### src/rtl/vm_pkg.sv
// Shared definitions for the coin button front end.
//   chan_state_e : per-channel debounce FSM state
//   NUM_COINS    : number of coin buttons handled
//   COIN5/10/25  : bit index of each coin in the channel vectors
package vm_pkg;

  typedef enum logic [2:0] {
    LOCKOUT,
    IDLE,
    PRESS_WAIT,
    PRESSED,
    RELEASE_WAIT
  } chan_state_e;

  localparam int NUM_COINS = 3;
  localparam int COIN5     = 0;
  localparam int COIN10    = 1;
  localparam int COIN25    = 2;

endpackage

### src/rtl/debounce_channel.sv
// One coin button channel: two-flop synchroniser, debounce FSM and its
// stability counter.
// Ports:
//   clk     : system clock
//   reset_n : asynchronous active-low reset
//   button  : raw asynchronous, bouncy, active-high button
//   level   : registered debounced level
//   accept  : one-cycle strobe, high in the cycle a press is being accepted
//             (coincides with the clock edge that raises level)
module debounce_channel
  import vm_pkg::*;
#(
  parameter int STABLE_CYCLES = 1_000_000
) (
  input  logic clk,
  input  logic reset_n,
  input  logic button,
  output logic level,
  output logic accept
);

  localparam int              CNT_W    = $clog2(STABLE_CYCLES + 1);
  localparam logic [CNT_W-1:0] CNT_LAST = CNT_W'(STABLE_CYCLES - 1);

  logic             meta_p0;
  logic             sync_p1;
  chan_state_e      state;
  logic [CNT_W-1:0] cnt;

  // The strobe is decoded from the current state so that the pending bit in
  // the top is set on the same edge that raises level.
  assign accept = (state == PRESS_WAIT) && sync_p1 && (cnt == CNT_LAST);

  always_ff @(posedge clk or negedge reset_n) begin
    if (!reset_n) begin
      meta_p0 <= 1'b0;
      sync_p1 <= 1'b0;
      state   <= LOCKOUT;
      cnt     <= '0;
      level   <= 1'b0;
    end else begin
      // Stage p0 -> p1: synchroniser; only sync_p1 is used below
      meta_p0 <= button;
      sync_p1 <= meta_p0;

      // Debounce FSM on the synchronised sample. The counter only advances
      // below CNT_LAST, so it can never wrap.
      case (state)
        LOCKOUT: begin
          // A button held through reset must be seen stably released first.
          if (sync_p1) begin
            cnt <= '0;
          end else if (cnt == CNT_LAST) begin
            state <= IDLE;
            cnt   <= '0;
          end else begin
            cnt <= cnt + 1'b1;
          end
        end
        IDLE: begin
          if (sync_p1) begin
            state <= PRESS_WAIT;
            cnt   <= '0;
          end
        end
        PRESS_WAIT: begin
          if (!sync_p1) begin
            state <= IDLE;
            cnt   <= '0;
          end else if (cnt == CNT_LAST) begin
            state <= PRESSED;
            level <= 1'b1;
            cnt   <= '0;
          end else begin
            cnt <= cnt + 1'b1;
          end
        end
        PRESSED: begin
          if (!sync_p1) begin
            state <= RELEASE_WAIT;
            cnt   <= '0;
          end
        end
        RELEASE_WAIT: begin
          if (sync_p1) begin
            state <= PRESSED;
            cnt   <= '0;
          end else if (cnt == CNT_LAST) begin
            state <= IDLE;
            level <= 1'b0;
            cnt   <= '0;
          end else begin
            cnt <= cnt + 1'b1;
          end
        end
        default: begin
          state <= LOCKOUT;
          cnt   <= '0;
        end
      endcase
    end
  end

endmodule

### src/rtl/coin_button_conditioner.sv
// Front end between the three raw coin buttons and the vending FSM.
// Each button is synchronised and debounced; every accepted press is
// queued in a pending register and emitted as a single-cycle edge pulse,
// at most one per cycle, in priority order 25c > 10c > 5c.
// Ports:
//   clk           : system clock
//   reset_n       : asynchronous active-low reset
//   button_1/2/3  : raw 5/10/25-cent buttons (asynchronous, active-high)
//   button_1/2/3_edge : registered one-cycle pulse per accepted press
//   button_level  : debounced levels {b3,b2,b1}
module coin_button_conditioner
  import vm_pkg::*;
#(
  parameter int STABLE_CYCLES = 1_000_000
) (
  input  logic       clk,
  input  logic       reset_n,
  input  logic       button_1,
  input  logic       button_2,
  input  logic       button_3,
  output logic       button_1_edge,
  output logic       button_2_edge,
  output logic       button_3_edge,
  output logic [2:0] button_level
);

  logic [NUM_COINS-1:0] raw;
  logic [NUM_COINS-1:0] level;
  logic [NUM_COINS-1:0] accept;
  logic [NUM_COINS-1:0] pending_p0;
  logic [NUM_COINS-1:0] grant;
  logic [NUM_COINS-1:0] edge_p1;

  assign raw[COIN5]  = button_1;
  assign raw[COIN10] = button_2;
  assign raw[COIN25] = button_3;

  for (genvar k = 0; k < NUM_COINS; k++) begin : g_chan
    debounce_channel #(
      .STABLE_CYCLES(STABLE_CYCLES)
    ) u_chan (
      .clk    (clk),
      .reset_n(reset_n),
      .button (raw[k]),
      .level  (level[k]),
      .accept (accept[k])
    );
  end

  // Fixed-priority pick of one pending coin per cycle.
  always_comb begin
    grant = '0;
    if (pending_p0[COIN25]) begin
      grant[COIN25] = 1'b1;
    end else if (pending_p0[COIN10]) begin
      grant[COIN10] = 1'b1;
    end else if (pending_p0[COIN5]) begin
      grant[COIN5] = 1'b1;
    end
  end

  always_ff @(posedge clk or negedge reset_n) begin
    if (!reset_n) begin
      pending_p0 <= '0;
      edge_p1    <= '0;
    end else begin
      // Stage p0: pending register; a new accept overrides a same-cycle grant
      pending_p0 <= (pending_p0 & ~grant) | accept;
      // Stage p1: registered one-hot edge outputs
      edge_p1    <= grant;
    end
  end

  assign button_1_edge = edge_p1[COIN5];
  assign button_2_edge = edge_p1[COIN10];
  assign button_3_edge = edge_p1[COIN25];
  assign button_level  = level;

endmodule

### config.mk
export PLATFORM = sky130hd
export DESIGN_NAME = coin_button_conditioner
export DESIGN_NICKNAME = d
export VERILOG_FILES = /design/src/rtl/vm_pkg.sv /design/src/rtl/debounce_channel.sv /design/src/rtl/coin_button_conditioner.sv
export SDC_FILE = /design/constraint.sdc
export NUM_CORES = 1
export LEC_CHECK = 0
export BUFFER_PORTS_ARGS = -buffer_cell sky130_fd_sc_hd__buf_2
export CAP_MARGIN = 20
export CORE_MARGIN = 10
export CORE_UTILIZATION = 30
export CTS_CLUSTER_DIAMETER = 150
export CTS_CLUSTER_SIZE = 20
export DETAILED_ROUTE_END_ITERATION = 8
export SYNTH_ARGS = -nofsm -noshare
export SYNTH_HDL_FRONTEND = slang
export SYNTH_HIERARCHICAL = 1
export SYNTH_SLANG_ARGS = --single-unit
### constraint.sdc
create_clock -name clk -period 3 [get_ports clk]
set_clock_uncertainty 0.2 [all_clocks]
set_input_delay 0.6 -clock clk [delete_from_list [all_inputs] [get_ports clk]]
set_output_delay 0.6 -clock clk [all_outputs]
set_load 0.02 [all_outputs]
==> out/metrics.cfg <==
[floorplanning]
die-width_um = 145
std_cell_rows = 45
design.die.area_um2 = 21000
io_pins = 11
die-height_um = 145
initial_cell_density_of_the_core = 0.306
core-area_um2 = 15300

[synth]
netlist.area_leader.share = 0.450
synth_most_common_cell = sky130_fd_sc_hd__dfrtp_1
synth.avg_cell_area_um2 = 9.04
synth_top_cell_by_area = sky130_fd_sc_hd__dfrtp_1
netlist_area_um2 = 4680
synth_async_sr_flop_share = 1.00
yosys_warnings = 6
synth-seq-area-share = 0.450
ys_seq_elements = 84
synthDistinctLibCells = 59
synth_commonest_cells = 84 x sky130_fd_sc_hd__dfrtp_1, 59 x sky130_fd_sc_hd__nand2_1, 40 x sky130_fd_sc_hd__a31oi_1
syn-instance-count = 517
synthesis.nets = 525
netlist_top_cells_area = sky130_fd_sc_hd__dfrtp_1 45%, sky130_fd_sc_hd__a31oi_1 5.4%, sky130_fd_sc_hd__nand2_1 4.7%
predominant_post_synthesis_flop_cell = sky130_fd_sc_hd__dfrtp_1
synth-edff-count = 0

[worst_hold_path]
worstHoldPathType = in -> async

[cts]
ctsHtreeMaxLevel = 3
cts_post_setup_buffers_inserted = 0
clkSlewWorstSetupHoldPaths_ns = 0.06
ctsLongestPathBuffers = 2
worst_skew_pair.late_latency_ns = 0.34
cts_made_buffers = 9
cts_tree = built
postCtsResizedCells = 0
clockRootBuffer = sky130_fd_sc_hd__clkbuf_16
clock-sinks = 84
cts.hold.buffers_added = 0

[grt]
met2_routing_resource_usage_after_global_routing = 0.158
number_of_global_route_vias_before_repair = 3506
global_route_wire_length_before_repair_um = 17400
top_usage_layer = met2
gr-usage-all-layers = 0.102
pin_count_of_the_biggest_net_entering_global_routing = 45
grt.overflow.total = 0
groute.layer.met3.usage = 0.0339
number_of_antenna_violations_at_the_first_check_in_global_routing = 0
grtUsageMet1 = 0.132

[timing]
timing.final.setup_violations = 0
final.setup.tns_ns = 0
tightest_slew_ns = 0.818
max_freq_mhz = 422
period_share = 0.789
grt_setup_unrepaired = false
timing.max_slew.rel_slack = 0.450
report.final.hold_viol_count = 0
min_period_ns = 2.37
slew_viol_final = 0

[finish]
filler_cell_count = 1506
final_net_count = 525
stdcell_area_um2 = 5240
antennaDiodeCount = 0
flow.area_growth_from_synthesis_pct = 12.0
post_route_cells_drive_above_1_share = 0.0996

[placed_design]
io_buffer_count = 10
place_congestion = 0.826
hpwlAfterDp_um = 6870
placed_cell_area_um2 = 4920

[pwr]
power_total_mw = 3.55
total_switching_power_mw = 1.22
power.switching_fraction = 0.345
power_per_cell_area_nw_per_um2 = 678
pwr-share-seq = 0.392
max-vdd-ir-drop_mv = 0.343
p_int_mw = 2.33
pleak_nw = 2.06
clock_power_share = 0.337
p_comb_frac = 0.271

[routing]
antenna_left = 0
first_pass_iters = 5
detail_route.iter0.violations = 254
detail_route.wirelength_um = 10100
detail_route.vias_per_cell = 5.36
routed_wire_length_per_instance_um = 13.8
via_count = 3932
drt_drc_violations_left = 0

[worst_setup_path]
regToRegEndpoint = g_chan[1].u_chan/cnt[6]$_DFFE_PN0P_
crit_path_max_fo = 15
critical_path.cell_chain = or4b_1 > nor3_2 > a41oi_2 > buf_4 > a31oi_1 > o22ai_1
critical_path.slowest_cell = sky130_fd_sc_hd__or4b_1
crit_path_max_incr_delay_ns = 0.56
worst-r2r-setup-slack_ns = 0.63
cp.buffers_inverters = 1
worstSetupEndpointType = flip-flop
rr_worst_depth = 6
r2r-start = g_chan[1].u_chan/cnt[10]$_DFFE_PN0P_
timing.setup.critical_path_class = reg -> reg
worstPathArrival_ns = 2.39
cp-start-kind = flip-flop
worst_path_dominant_cell_family = simple AND/OR/NAND/NOR gates
required_time_reported_for_the_critical_path_endpoint_ns = 3.02

[flow_run]
cap_viol_max_count = 0

[run_status]
status = finished, final reports clean

metrics by stage:
stage / setup slack (ns) / cells / util / hold WS (ns)
after floorplan: 0.867 / 517 / - / 0.104
after global placement: 0.696 / 717 / 0.322 / 0.135
after detailed placement: 0.679 / 717 / 0.322 / 0.136
after CTS: 0.653 / 733 / 0.343 / 0.0574
after global routing: 0.407 / 733 / 0.343 / 0.0753
final: 0.632 / 733 / 0.343 / 0.0377
layer usage:
metal	routed length (µm)	part of all wire
met1	4830	0.48
met2	4740	0.47
met3	444	0.044
met4	121	0.012
met5	0	0
cell families (layout without fill, tap and decap cells):
family,after synthesis,count (layout),synth area share
mux,6,6,0.0128
xor+xnor,10,10,0.0187
buf+inv,47,52,0.0455
simple gates,226,226,0.264
fa+ha+maj,3,3,0.00803
flops,84,84,0.450
compound gates,141,141,0.202
how the worst max path moves through the flow:
stage                                                    start  cells after the start                                  end
after detailed placement  g_chan[1].u_chan/cnt[11]$_DFFE_PN0P_                      6  g_chan[1].u_chan/cnt[6]$_DFFE_PN0P_
after global placement    g_chan[0].u_chan/cnt[10]$_DFFE_PN0P_                      6  g_chan[0].u_chan/cnt[6]$_DFFE_PN0P_
after global routing      g_chan[1].u_chan/cnt[16]$_DFFE_PN0P_                      6  g_chan[1].u_chan/cnt[6]$_DFFE_PN0P_
after floorplan           g_chan[0].u_chan/cnt[10]$_DFFE_PN0P_                      6  g_chan[0].u_chan/cnt[8]$_DFFE_PN0P_
after CTS                 g_chan[1].u_chan/cnt[10]$_DFFE_PN0P_                      6  g_chan[1].u_chan/cnt[6]$_DFFE_PN0P_
final                     g_chan[1].u_chan/cnt[10]$_DFFE_PN0P_                      6  g_chan[1].u_chan/cnt[6]$_DFFE_PN0P_
layout by cell type (no fill, tap or decap), types with 10 or more instances in the layout:
cell	synthesis	routed
sky130_fd_sc_hd__a31oi_1	40	40
sky130_fd_sc_hd__a21oi_1	19	19
sky130_fd_sc_hd__and3_1	10	10
sky130_fd_sc_hd__nor2_1	30	30
sky130_fd_sc_hd__o211ai_1	11	11
sky130_fd_sc_hd__o21ai_0	25	23
sky130_fd_sc_hd__inv_1	18	18
sky130_fd_sc_hd__nor3_1	10	10
sky130_fd_sc_hd__nand3_1	34	34
sky130_fd_sc_hd__nand2_1	59	59
sky130_fd_sc_hd__nand4_1	16	16
sky130_fd_sc_hd__dfrtp_1	84	84
power groups by stage:
stage / registers [mW] / clock network (mW) / logic (mW)
after floorplan: 1.32 / 0 / 0.833
after global placement: 1.40 / 0 / 0.938
after detailed placement: 1.41 / 0 / 0.964
after CTS: 1.39 / 1.23 / 0.965
after global routing: 1.42 / 1.29 / 1.08
final: 1.39 / 1.20 / 0.962
final cells by class:
cell class / instances / area, µm² / area share
Timing Repair Buffer: 18 / 125 / 0.0239
Tap cell: 211 / 264 / 0.0504
Multi-Input combinational cell: 386 / 2360 / 0.451
Inverter: 18 / 67.6 / 0.0129
Sequential cell: 84 / 2100 / 0.401
Clock inverter: 5 / 75.1 / 0.0143
Clock buffer: 11 / 243 / 0.0463
flip-flops by register name, summed over array words and instances (netlist names):
| register | count |
|---|---|
| g_chan.u_chan/cnt | 60 |
| g_chan.u_chan/state | 9 |
| edge_p1 | 3 |
| g_chan.u_chan/level | 3 |
| g_chan.u_chan/meta_p0 | 3 |
| g_chan.u_chan/sync_p1 | 3 |
| pending_p0 | 3 |
(Power assumes the default switching activity.)
